===== src/rtl/spi_slave_frontend_pkg.sv =====
// Shared definitions for the SPI slave front end: FSM encoding, idle TX byte,
// synchronizer depth limits and a saturating add used by the statistics counters.
package spi_slave_frontend_pkg;

  typedef enum logic {
    ST_IDLE  = 1'b0,
    ST_SHIFT = 1'b1
  } spi_state_e;

  localparam logic [7:0] TX_IDLE_DEFAULT = 8'hFF;
  localparam int         SYNC_STAGES_MIN = 2;
  localparam int         SYNC_STAGES_MAX = 4;

  function automatic logic [7:0] sat_add8(input logic [7:0] a, input logic [1:0] b);
    logic [8:0] sum;
    sum = {1'b0, a} + {7'd0, b};
    return sum[8] ? 8'hFF : sum[7:0];
  endfunction

endpackage


===== src/rtl/spi_pin_sync.sv =====
// Multi-flop synchronizer for one raw SPI pin; the reset value is an input so
// each pin can park at its own idle level.
module spi_pin_sync #(
  parameter int STAGES = 2
) (
  input  logic clk,
  input  logic rst_n,
  input  logic rst_val,
  input  logic d,
  output logic q
);

  logic [STAGES-1:0] sync_q;
  logic [STAGES-1:0] sync_d;

  always_comb begin
    sync_d = {sync_q[STAGES-2:0], d};
  end

  always_ff @(posedge clk or negedge rst_n) begin
    if (!rst_n) begin
      sync_q <= {STAGES{rst_val}};
    end else begin
      sync_q <= sync_d;
    end
  end

  assign q = sync_q[STAGES-1];

endmodule


===== src/rtl/spi_slave_frontend.sv =====
// SPI mode-0 slave front end: synchronized pins, byte shifter, one-entry RX and
// TX holding registers. Optional counters under SPI_SLAVE_FRONTEND_STATS_EN.
module spi_slave_frontend
  import spi_slave_frontend_pkg::*;
#(
  parameter int         SYNC_STAGES = 2,
  parameter logic [7:0] TX_IDLE     = TX_IDLE_DEFAULT
) (
  input  logic        iCLK,
  input  logic        iRESETn,
  input  logic        iSPI_SCLK,
  input  logic        iSPI_MOSI,
  input  logic        iSPI_CSn,
  output logic        oSPI_MISO,
  output logic [7:0]  oRX_DATA,
  output logic        oRX_VALID,
  input  logic        iRX_READY,
  input  logic [7:0]  iTX_DATA,
  input  logic        iTX_VALID,
  output logic        oTX_READY,
  output logic        oBUSY,
  output logic        oOVERRUN,
  output logic        oUNDERRUN,
  output logic        oFRAME_ERR,
`ifdef SPI_SLAVE_FRONTEND_STATS_EN
  output logic [15:0] oBYTE_CNT,
  output logic [7:0]  oERR_CNT,
`endif
  output spi_state_e  oDBG_STATE
);

  // Out-of-range depths are clamped rather than rejected.
  localparam int SYNC_N = (SYNC_STAGES < SYNC_STAGES_MIN) ? SYNC_STAGES_MIN :
                          (SYNC_STAGES > SYNC_STAGES_MAX) ? SYNC_STAGES_MAX : SYNC_STAGES;
  localparam logic [2:0] FLUSH_LAST = 3'(SYNC_N + 1);

  logic sclk_s, mosi_s, cs_n_s;

  spi_pin_sync #(.STAGES(SYNC_N)) u_sync_sclk (
    .clk(iCLK), .rst_n(iRESETn), .rst_val(1'b0), .d(iSPI_SCLK), .q(sclk_s)
  );
  spi_pin_sync #(.STAGES(SYNC_N)) u_sync_mosi (
    .clk(iCLK), .rst_n(iRESETn), .rst_val(1'b0), .d(iSPI_MOSI), .q(mosi_s)
  );
  spi_pin_sync #(.STAGES(SYNC_N)) u_sync_csn (
    .clk(iCLK), .rst_n(iRESETn), .rst_val(1'b1), .d(iSPI_CSn), .q(cs_n_s)
  );

  spi_state_e state_q, state_d;
  logic       sclk_prev_q, sclk_prev_d;
  logic       cs_n_prev_q, cs_n_prev_d;
  logic       mosi_dly_q, mosi_dly_d;
  logic [2:0] flush_q, flush_d;
  logic [2:0] bit_cnt_q, bit_cnt_d;
  logic [7:0] rx_shift_q, rx_shift_d;
  logic       rx_done_q, rx_done_d;
  logic [7:0] rx_data_q, rx_data_d;
  logic       rx_valid_q, rx_valid_d;
  logic [7:0] tx_hold_q, tx_hold_d;
  logic       tx_full_q, tx_full_d;
  logic [7:0] tx_shift_q, tx_shift_d;
  logic       miso_q, miso_d;
  logic       busy_q, busy_d;
  logic       overrun_q, overrun_d;
  logic       underrun_q, underrun_d;
  logic       frame_err_q, frame_err_d;

  logic sclk_rise, sclk_fall, cs_fall, cs_rise, flushed, tx_load;

  always_comb begin
    // Until the chains hold real pin samples, the CSn reset level could fake a falling edge.
    flushed   = (flush_q == FLUSH_LAST);
    sclk_rise = sclk_s & ~sclk_prev_q;
    sclk_fall = ~sclk_s & sclk_prev_q;
    cs_fall   = flushed & ~cs_n_s & cs_n_prev_q;
    cs_rise   = cs_n_s & ~cs_n_prev_q;

    state_d     = state_q;
    sclk_prev_d = sclk_s;
    cs_n_prev_d = cs_n_s;
    mosi_dly_d  = mosi_s;
    flush_d     = flushed ? flush_q : flush_q + 3'd1;
    bit_cnt_d   = bit_cnt_q;
    rx_shift_d  = rx_shift_q;
    rx_done_d   = 1'b0;
    rx_data_d   = rx_data_q;
    rx_valid_d  = rx_valid_q;
    tx_hold_d   = tx_hold_q;
    tx_full_d   = tx_full_q;
    tx_shift_d  = tx_shift_q;
    overrun_d   = 1'b0;
    underrun_d  = 1'b0;
    frame_err_d = 1'b0;
    tx_load     = 1'b0;

    if (iTX_VALID && !tx_full_q) begin
      tx_hold_d = iTX_DATA;
      tx_full_d = 1'b1;
    end

    case (state_q)
      ST_IDLE: begin
        if (cs_fall) begin
          state_d   = ST_SHIFT;
          bit_cnt_d = 3'd0;
          tx_load   = 1'b1;
        end
      end
      ST_SHIFT: begin
        if (cs_rise) begin
          state_d     = ST_IDLE;
          bit_cnt_d   = 3'd0;
          frame_err_d = (bit_cnt_q != 3'd0);
          tx_shift_d  = TX_IDLE;
        end else if (sclk_rise) begin
          rx_shift_d = {rx_shift_q[6:0], mosi_dly_q};
          bit_cnt_d  = bit_cnt_q + 3'd1;
          rx_done_d  = (bit_cnt_q == 3'd7);
        end else if (sclk_fall) begin
          // A fall with the counter back at zero follows the 8th rise: byte boundary.
          if (bit_cnt_q == 3'd0) begin
            tx_load = 1'b1;
          end else begin
            tx_shift_d = {tx_shift_q[6:0], 1'b0};
          end
        end
      end
      default: state_d = ST_IDLE;
    endcase

    if (tx_load) begin
      if (tx_full_q) begin
        tx_shift_d = tx_hold_q;
        tx_full_d  = 1'b0;
      end else begin
        tx_shift_d = TX_IDLE;
        underrun_d = 1'b1;
      end
    end

    if (rx_valid_q && iRX_READY) begin
      rx_valid_d = 1'b0;
    end
    if (rx_done_q) begin
      if (rx_valid_q && !iRX_READY) begin
        overrun_d = 1'b1;
      end else begin
        rx_data_d  = rx_shift_q;
        rx_valid_d = 1'b1;
      end
    end

    miso_d = (state_d == ST_SHIFT) ? tx_shift_d[7] : 1'b1;
    busy_d = (state_d == ST_SHIFT);
  end

  always_ff @(posedge iCLK or negedge iRESETn) begin
    if (!iRESETn) begin
      state_q     <= ST_IDLE;
      sclk_prev_q <= 1'b0;
      cs_n_prev_q <= 1'b1;
      mosi_dly_q  <= 1'b0;
      flush_q     <= 3'd0;
      bit_cnt_q   <= 3'd0;
      rx_shift_q  <= 8'h00;
      rx_done_q   <= 1'b0;
      rx_data_q   <= 8'h00;
      rx_valid_q  <= 1'b0;
      tx_hold_q   <= 8'h00;
      tx_full_q   <= 1'b0;
      tx_shift_q  <= TX_IDLE;
      miso_q      <= 1'b1;
      busy_q      <= 1'b0;
      overrun_q   <= 1'b0;
      underrun_q  <= 1'b0;
      frame_err_q <= 1'b0;
    end else begin
      state_q     <= state_d;
      sclk_prev_q <= sclk_prev_d;
      cs_n_prev_q <= cs_n_prev_d;
      mosi_dly_q  <= mosi_dly_d;
      flush_q     <= flush_d;
      bit_cnt_q   <= bit_cnt_d;
      rx_shift_q  <= rx_shift_d;
      rx_done_q   <= rx_done_d;
      rx_data_q   <= rx_data_d;
      rx_valid_q  <= rx_valid_d;
      tx_hold_q   <= tx_hold_d;
      tx_full_q   <= tx_full_d;
      tx_shift_q  <= tx_shift_d;
      miso_q      <= miso_d;
      busy_q      <= busy_d;
      overrun_q   <= overrun_d;
      underrun_q  <= underrun_d;
      frame_err_q <= frame_err_d;
    end
  end

  assign oSPI_MISO  = miso_q;
  assign oRX_DATA   = rx_data_q;
  assign oRX_VALID  = rx_valid_q;
  assign oTX_READY  = ~tx_full_q;
  assign oBUSY      = busy_q;
  assign oOVERRUN   = overrun_q;
  assign oUNDERRUN  = underrun_q;
  assign oFRAME_ERR = frame_err_q;
  assign oDBG_STATE = state_q;

`ifdef SPI_SLAVE_FRONTEND_STATS_EN
  logic [15:0] byte_cnt_q, byte_cnt_d;
  logic [7:0]  err_cnt_q, err_cnt_d;
  logic [1:0]  err_inc;

  always_comb begin
    err_inc   = {1'b0, overrun_d} + {1'b0, underrun_d} + {1'b0, frame_err_d};
    err_cnt_d = sat_add8(err_cnt_q, err_inc);
    if (state_q == ST_IDLE && cs_fall) begin
      byte_cnt_d = 16'd0;
    end else if (rx_done_q) begin
      byte_cnt_d = byte_cnt_q + 16'd1;
    end else begin
      byte_cnt_d = byte_cnt_q;
    end
  end

  always_ff @(posedge iCLK or negedge iRESETn) begin
    if (!iRESETn) begin
      byte_cnt_q <= 16'd0;
      err_cnt_q  <= 8'd0;
    end else begin
      byte_cnt_q <= byte_cnt_d;
      err_cnt_q  <= err_cnt_d;
    end
  end

  assign oBYTE_CNT = byte_cnt_q;
  assign oERR_CNT  = err_cnt_q;
`else
  // Statistics counters are not built in this configuration.
`endif

endmodule


===== config.mk =====
export PLATFORM = sky130hd
export DESIGN_NAME = spi_slave_frontend
export DESIGN_NICKNAME = d
export VERILOG_FILES = /design/src/rtl/spi_slave_frontend_pkg.sv /design/src/rtl/spi_pin_sync.sv /design/src/rtl/spi_slave_frontend.sv
export SDC_FILE = /design/constraint.sdc
export NUM_CORES = 1
export LEC_CHECK = 0
export BUFFER_PORTS_ARGS = -buffer_cell sky130_fd_sc_hd__buf_2
export CELL_PAD_IN_SITES_DETAIL_PLACEMENT = 1
export CELL_PAD_IN_SITES_GLOBAL_PLACEMENT = 1
export CORE_MARGIN = 5
export CORE_UTILIZATION = 30
export DETAILED_ROUTE_END_ITERATION = 16
export GPL_TIMING_DRIVEN = 0
export PLACE_DENSITY = 0.59
export SLEW_MARGIN = 20
export SYNTH_ARGS = -nofsm -noshare
export SYNTH_HDL_FRONTEND = slang
export SYNTH_SLANG_ARGS = --single-unit

===== constraint.sdc =====
create_clock -name iCLK -period 2.1 [get_ports iCLK]
set_input_delay 0.105 -clock iCLK [delete_from_list [all_inputs] [get_ports iCLK]]
set_output_delay 0.105 -clock iCLK [all_outputs]
set_load 0.02 [all_outputs]

==> impl_summary.md, run 1 <==
Synth
Dividing the synthesized area by the synthesized cell count gives ~14 um2. The synthesis-stage register bit count is 55. The number of distinct library cells after synthesis is 35. The biggest area contributor in the post-synthesis netlist is dfrtp_1. In the post-synthesis netlist, the biggest area contributors are dfrtp_1 49%, dfstp_2 14%, mux2_2 12%. After synthesis the cells add up to 2210 um2. Summed over its instances, the top area cell type makes up between 40% and 50% of the synthesized netlist area. For this run, the number of Yosys warnings is 0. Sequential elements use 62.8% of the synthesized area. After technology mapping, the gate count stands at around 160. The number of nets handed over by synthesis was 177.

Global route
After global routing the overflow that remains totals 0. The global-route wire length before repair is 6320 um. The global-route usage over all layers is 8.67%. The number of antenna violations at the first check in global routing was 0. The pin count of the biggest net entering global routing is 56. The via count of the first global-routing pass is 1352.

Worst setup path
The setup check on the worst reg-to-reg path leaves a slack of 0.32 ns. The capture instance of the worst register-to-register path is tx_shift_q[6]. The classification of the worst setup path is reg -> reg. Following the worst setup path forward leads to its endpoint at tx_shift_q[6]. The startpoint class of the critical path is a flop. The worst path arrival time is 2.00 ns. The data required time of the worst path is 2.32 ns. Of all nets on the critical path, the largest fanout is 7.

Counting cells, the worst reg-to-reg path comes to 6. The type of element capturing the critical path is a flop. The startpoint of the worst-slack reg-to-reg timing path is flush_q[0]. The startpoint of the worst setup timing path is flush_q[0].

Placement
Detailed placement finished with a half-perimeter wire length of about 2600 um. Counting tap cells, the placed design contains a total of 286 instances. Summing all placed instances gives a cell area of 2490 um2. At the end of routability-driven placement, the weighted congestion stood at 0.685. The count of buffers from port buffering is 30.

Power
The power per unit of standard cell area is 962 nW/um2. For this design the static power due to leakage is 1.25 nW. The worst ir drop on vdd is 409 uV.

Run
The number of max-capacitance violations reported is 0.

Outcome
The flow ran to the end, and the final reports show no timing, DRC or antenna violations.

Min path
The worst hold path class is in -> reg. The worst hold path was traced through 2 stages.

Clock tree
The maximum number of buffers from clock root to sink is 2. Buffers inserted to repair hold after CTS numbered 4. The count of instances resized after the clock tree is built is 0.

The number of H-tree levels is 2. The clock latency reported for the late side of the worst-skew pair is 0.30 ns. The master cell of the clock root buffer is clkbuf_8. The post-CTS setup repair buffer count is 0.

The number of sinks handled by clock tree synthesis is 55. The total CTS buffers is 5. TritonCTS built the clock tree. Clock-pin slew was measured on the worst setup and hold paths at 0.09 ns.

Routing
Dividing the detail-routed via count by the number of cells gives about 4.4. The detail route stage leaves a number of antenna-violating nets equal to 0. The DRC violations left is 0.

The wire length per cell after detailed routing is 12.1 um. The detailed router finished its first iteration with 24 violations. The first TritonRoute pass finished after 4 iterations.

The detailed router placed around 1300 vias in this run. The final layout contains routed wiring with a total length of 3590 um.

Die
The initial core utilization is 30.7%. The region available for standard cell placement spans 7210 um2. The overall die width is between 90 and 100 um. The floorplan step defined a die boundary enclosing 9200 um2.

The number of rows in the core area is 31. In this run the count of I/O pins placed on the die edge is 31. The die height is between 90 and 100 um.

Cells and area
The number of antenna diodes in the final layout is 0. At the end of the flow the core is filled with cells to a little over a third. In the layout the commonest cells are 43 x dfrtp_1, 31 x buf_2, 24 x mux2_2. The final design area excluding fillers is 2630 um2. Excluding fillers, the count of instances in the completed layout stands at between 200 and 300. The most common cell after layout, fill and taps aside is dfrtp_1. The share of cells above drive strength 1 is ~43%. The area growth from synthesis to layout is 18.8%. In the final design database the tool counted 218 nets.

STA
The max-slew violation total from the final report is 0. The total negative slack is 0 ns. The worst path uses 84.6% of the clock period.

Setup violations remaining at the end of the flow were counted as 0. For this run, the top clock speed supported by timing is approximately 560 MHz. The shortest period the worst path allows is between 1.5 and 2 ns. Clock skew on the completed layout was measured at 0.00823 ns. Setup repair after global routing left no endpoint under its margin. The tightest hold path in the finished design has a slack of 0.0300 ns.

The relative slew slack is 54.6%. The total count of hold-check failures in the final report came to 0. For the pin with the worst max-slew slack, the measured transition is 0.681 ns.
## synth_stat cells, drive strengths merged
cell type	instances
buf	5
xnor2	1
nand2b	6
and2b	1
a21o	2
nand3b	1
a41oi	1
a31oi	1
nor2	4
ha	5
and2	1
dfstp	12
mux2	26
and3	1
nand3	2
nor2b	2
or2	1
o22a	1
o21ai	8
nand2	8
and4bb	1
a21oi	8
o21a	1
a22o	2
inv	4
a2bb2oi	6
dfrtp	43
clkinv	1
a41o	2
## cells by family (layout without fill, tap and decap cells)
group / Yosys count / after routing / share of synthesized area [%]
AO/OA/AOI/OAI: 32 / 32 / 10.1
XOR/XNOR: 1 / 1 / 0.396
adder cells (fa/ha/maj): 5 / 5 / 2.82
buffers and inverters: 10 / 52 / 2.49
flip-flops: 55 / 55 / 62.8
multiplexers: 26 / 26 / 13.6
AND/OR/NAND/NOR: 28 / 28 / 7.80
## worst max-delay path: stages (launching register included)
cell and delay (ns):
dfrtp_1 0.40, ha_1 0.20, ha_1 0.26, and4bb_4 0.26
a31oi_2 0.33, a21oi_1 0.07, a2bb2oi_1 0.17
## layer usage
metal	vias to the layer above	global-route usage, %	share of wire (%)
met3	0	3.36	5.5
met5	-	0	0
met1	648	11.7	49
li1	632	-	-
met4	0	1.42	0
met2	29	13.4	46
## report_power, final
group | leakage [nW] | switching, mW | internal (mW) | total, mW
clock network | 0.0515 | 0.310 | 0.301 | 0.612
registers | 0.668 | 0.126 | 1.31 | 1.44
logic | 0.527 | 0.220 | 0.264 | 0.484
## final cells by class
type | count | area (um2)
fillers | 821 | 4580
well taps | 99 | 124
flip-flops and latches | 55 | 1390
clock buffers | 8 | 100
inverters | 5 | 18.8
repair buffers | 34 | 193
multi-input cells | 92 | 768
plain buffers | 5 | 36.3
## flip-flops by register name (all words and copies together), names as in the netlist
register / cells
oOVERRUN: 1
bit_cnt_q: 3
rx_shift_q: 8
oRX_DATA: 8
flush_q: 3
cs_n_prev_q: 1
oBUSY: 1
u_sync_csn.sync_q: 2
oSPI_MISO: 1
oUNDERRUN: 1
tx_full_q: 1
rx_done_q: 1
tx_shift_q: 8
sclk_prev_q: 1
u_sync_sclk.sync_q: 2
oFRAME_ERR: 1
oRX_VALID: 1
u_sync_mosi.sync_q: 2
tx_hold_q: 8
mosi_dly_q: 1
## per-stage QoR
step / power [mW] / setup slack, ns
2_1_floorplan: 1.80 / 0.460
3_3_place_gp: 1.94 / 0.333
3_5_place_dp: 1.95 / 0.310
4_1_cts: 2.60 / 0.284
5_1_grt: 2.71 / 0.175
6_report: 2.53 / 0.322
## worst min path at each step
stage	from	to	slack, ns
final	iTX_DATA[1]	tx_hold_q[1]	0.03
after global routing	iTX_DATA[3]	tx_hold_q[3]	0.01
after CTS	iTX_DATA[1]	tx_hold_q[1]	0.02
after detailed placement	iRESETn	oRX_VALID	0.20
after global placement	iSPI_CSn	u_sync_csn.sync_q[0]	0.21
after floorplan	iRESETn	bit_cnt_q[0]	-0.19
(Power assumes the default switching activity.)
==> run 2, diff against run 1 <==
ABC_AREA = 1   (was not set)
PLACE_DENSITY = 0.61   (was 0.59)
clock period = 1.8 ns   (was 2.1 ns; I/O delays follow)
==> impl_summary.md, run 2 <==
Outcome
The flow ran to the end, and the final reports show no timing, DRC or antenna violations.

Worst setup path
The count of cell instances traversed by the critical path is 7. The startpoint class of the critical path is a flop. The startpoint identified for the worst register-to-register timing path is flush_q[0]. The startpoint of the worst setup timing path is flush_q[0]. The classification of the worst setup path is reg -> reg.

In this design, the stage delay of the slowest critical-path cell is 0.41 ns. The path depth of the worst reg2reg path is 7. The worst-case register-to-register setup slack is around 0.29 ns. The worst path arrival time is 1.75 ns. By instance count, the cell type seen most on the critical path is ha_1. Traced cell by cell, the critical path runs through ha_1 -> ha_1 -> nand4_1 -> nand2_4 -> nor2_1 -> nand2_2 -> nand2_1.

The slowest cell on the critical path is dfrtp_1. Counting both buffers and inverters, the worst setup path holds a total of 0. Of all nets on the critical path, the largest fanout is 10. The top cell family by delay on the critical path is simple AND/OR/NAND/NOR gates. The data required time of the worst path is 2.04 ns.

The worst register-to-register path ends at tx_shift_q[7]. STA classifies the critical path endpoint as a flop.

STA
The relative slew slack is between 50% and 60%. The final cycle utilization of the critical path is 84.1%. Across all hold checks on the routed design, the worst slack comes to 0.0210 ns. Setup repair after global routing left no endpoint under its margin. The worst-case setup margin in the final layout is 0.287 ns. For the pin with the worst max-slew slack, the measured transition is 0.696 ns. Subtracting the final worst setup slack from the clock period gives 1.51 ns. The number of endpoints failing setup at the final stage is 0. The max-slew violation total from the final report was 0. Clock skew on the completed layout was measured at 0.00273 ns. The total count of hold-check failures in the final report came to 0. Derived from the worst setup path, the maximum achievable clock frequency is 661 MHz. Setup total negative slack on the finished layout was measured at 0 ns.

Min path
The worst hold path belongs to the class in -> reg. The number of cells traversed by the worst hold path is 2. In this run the most critical hold path is launched from iTX_DATA[1]. The capture endpoint of the worst hold path is tx_hold_q[1].

Global route
The met3 track utilization from global routing is under 10%. The global routing stage identified its most utilized layer as met2. For met1 alone, demand over resource in global routing was a little over an eighth.

For met2 alone, demand over resource in global routing was 15.8%. The via count of the first global-routing pass is 1652. The pin count of the biggest net entering global routing is 56.

The global-route usage over all layers is 9.90%. The global-route wire length before repair is 7800 um. The number of antenna violations at the first check in global routing is 0. The total overflow left after global routing is 0.

Synth
A synthesized cell averages 10.8 um2. The sequential share of the synthesized area is 60.9%. The top cell type's share of synthesized area is 47.1%. The cell area that synthesis handed to floorplanning was 2280 um2. Of all flip-flops after synthesis, the portion carrying an async set or reset was 100%. Synthesis produced a netlist whose cell count is 211.

The synthesis-stage register bit count is 55. The cell taking the most area after synthesis is dfrtp_1. The Yosys step of the flow raised 0 warnings. The most instantiated flip-flop cell in the synthesis netlist is dfrtp_1. The number of flops mapped to enable cells by yosys is 0. The most common cell in the netlist is nand2_1.

After synthesis, the cell types taking the most area are dfrtp_1 47%, dfstp_2 14%, nand2_1 7.7%. In the synthesized netlist, the cells that appear most often are 47 x nand2_1, 43 x dfrtp_1, 20 x inv_1, 18 x nand3_1, 16 x o21ai_0. The net count of the mapped netlist is approximately 230. Yosys mapped the design onto 27 distinct sky130hd cell types.

Routing
The vias per cell is ~4.3. The number of nets with antenna violations after routing is 0. The routed layout has 1524 vias. The number of DRC markers after the initial detailed-route iteration is 51. The routed wire length is between 4000 and 5000 um. The first TritonRoute pass finished after 4 iterations. For this run, design rule violations remaining after detail routing come to 0. Dividing the detail-routed wire length by the instance count gives 12.0 um.

Power
The part of the total power dissipated in combinational logic is 23.6%. The worst ir drop on vdd is 548 uV. The switching power total is about 0.93 mW. For this design the static power due to leakage is 1.29 nW. Of the total power, registers draw 55.6%. The clock network accounts for 20.8% of the total power. The internal power summed over all cells is between 2 and 2.5 mW.

Dividing total power by cell area gives a power density of between 1000 and 1500 nW/um2. In this run switching power makes up a little under a third of total power.

Cells and area
The most common cell after layout, fill and taps aside is nand2_1. Of the cells placed in the final design, the portion with a size suffix greater than 1 is about a third. The antenna cell count is 0.

Leaving out filler cells and counting taps, the final layout contains 352. The final design area excluding fillers is ~2700 um2. Relative to the synthesized area, the layout overhead comes to 17.4%. In the layout the commonest cells are 47 x nand2_1, 43 x dfrtp_1, 30 x buf_2. The total number of nets in the final design is 272.

Clock tree
The clock reaches the later pin of the worst-skew pair after 0.29 ns. The post-CTS setup repair buffer count is 0. The clock tree from TritonCTS is done. The tree is rooted in a clkbuf_8.

The number of H-tree levels is 2. The number of sinks handled by clock tree synthesis is 55. The maximum number of buffers from clock root to sink is 2. The clock transition time at the flip-flop clock pins of the worst setup and hold paths is about 0.090 ns.

Counting the buffers created by CTS gives 5.

Placement
Routability-driven placement finished with a final weighted congestion of approximately 0.7. Counting tap cells, the placed design contains a total of 340 instances. The cell area after placement is 2560 um2.

The pre-CTS setup slack is 0.276 ns. The count of buffers from port buffering is 30. Summed over all nets, the half-perimeter wirelength after detailed placement is 3060 um.

Run
The number of max-capacitance violations reported is 0.

Die
The die area is 9460 um2. The area inside the core boundary is between 7000 and 8000 um2. The overall die width is 97.2 um. The initial utilization of the core area, before any placement, comes to about 31%. Pin placement for this block handled 31 I/O pins.

The die height is 97.2 um. The initialized floorplan defines 31 standard-cell rows.
[run 2: cell count changes after synthesis, sizes merged, moves of 6 or more]
cell and delta:
nand2b -6, nand3 +17, mux2 -16, o21ai +21, inv +18, a2bb2oi -6, nand2 +43
[run 2: worst max path at each step]
stage	endpoint	slack (ns)
floorplan	tx_shift_q[7]	0.44
CTS	tx_shift_q[1]	0.25
finish	tx_shift_q[7]	0.29
detailed placement	tx_shift_q[7]	0.28
global placement	tx_shift_q[1]	0.31
global route	tx_shift_q[1]	0.12
[run 2: timing repair]
item,in CTS,in global routing
hold buffers,4,0
resized for setup,0,0
endpoints found under the hold margin,46,0
setup endpoints to repair,0,0
[run 2: cell type report]
class,count,area [um2]
buffer,5,38.8
fill,843,4650
clock inverter,1,5.00
timing repair buffer,34,193
clock buffer,7,76.3
sequential,55,1390
inverter,23,88.8
multi-input combinational,128,764
tap,99,124
[run 2: cell families (layout without fill, tap and decap cells)]
kind of cell | Yosys count | after routing | share of synthesized area, %
multiplexers | 10 | 10 | 4.93
AND/OR/NAND/NOR | 79 | 79 | 15.2
AO/OA/AOI/OAI | 33 | 33 | 10.2
adder cells (fa/ha/maj) | 5 | 5 | 2.74
flip-flops | 55 | 55 | 60.9
buffers and inverters | 28 | 70 | 5.59
XOR/XNOR | 1 | 1 | 0.384
[run 2: power by group through the flow]
stage	Sequential [mW]	Clock, mW	Combinational [mW]
after floorplan	1.72	0	0.543
final	1.72	0.640	0.729
after CTS	1.72	0.687	0.755
after global placement	1.74	0	0.721
after detailed placement	1.75	0	0.745
after global routing	1.76	0.733	0.851
[run 2: per-layer routing]
| layer | up-vias | wire (um) |
|---|---|---|
| met5 | - | 0 |
| met4 | 0 | 25 |
| met3 | 2 | 196 |
| met2 | 29 | 1940 |
| met1 | 727 | 2060 |
| li1 | 766 | - |
[run 2: per-stage QoR]
stage               power (mW)  utilization, %
finish                    3.09            36.6
global route              3.35            36.6
CTS                       3.16            36.6
detailed placement        2.49            34.9
global placement          2.46            34.9
floorplan                 2.27               -
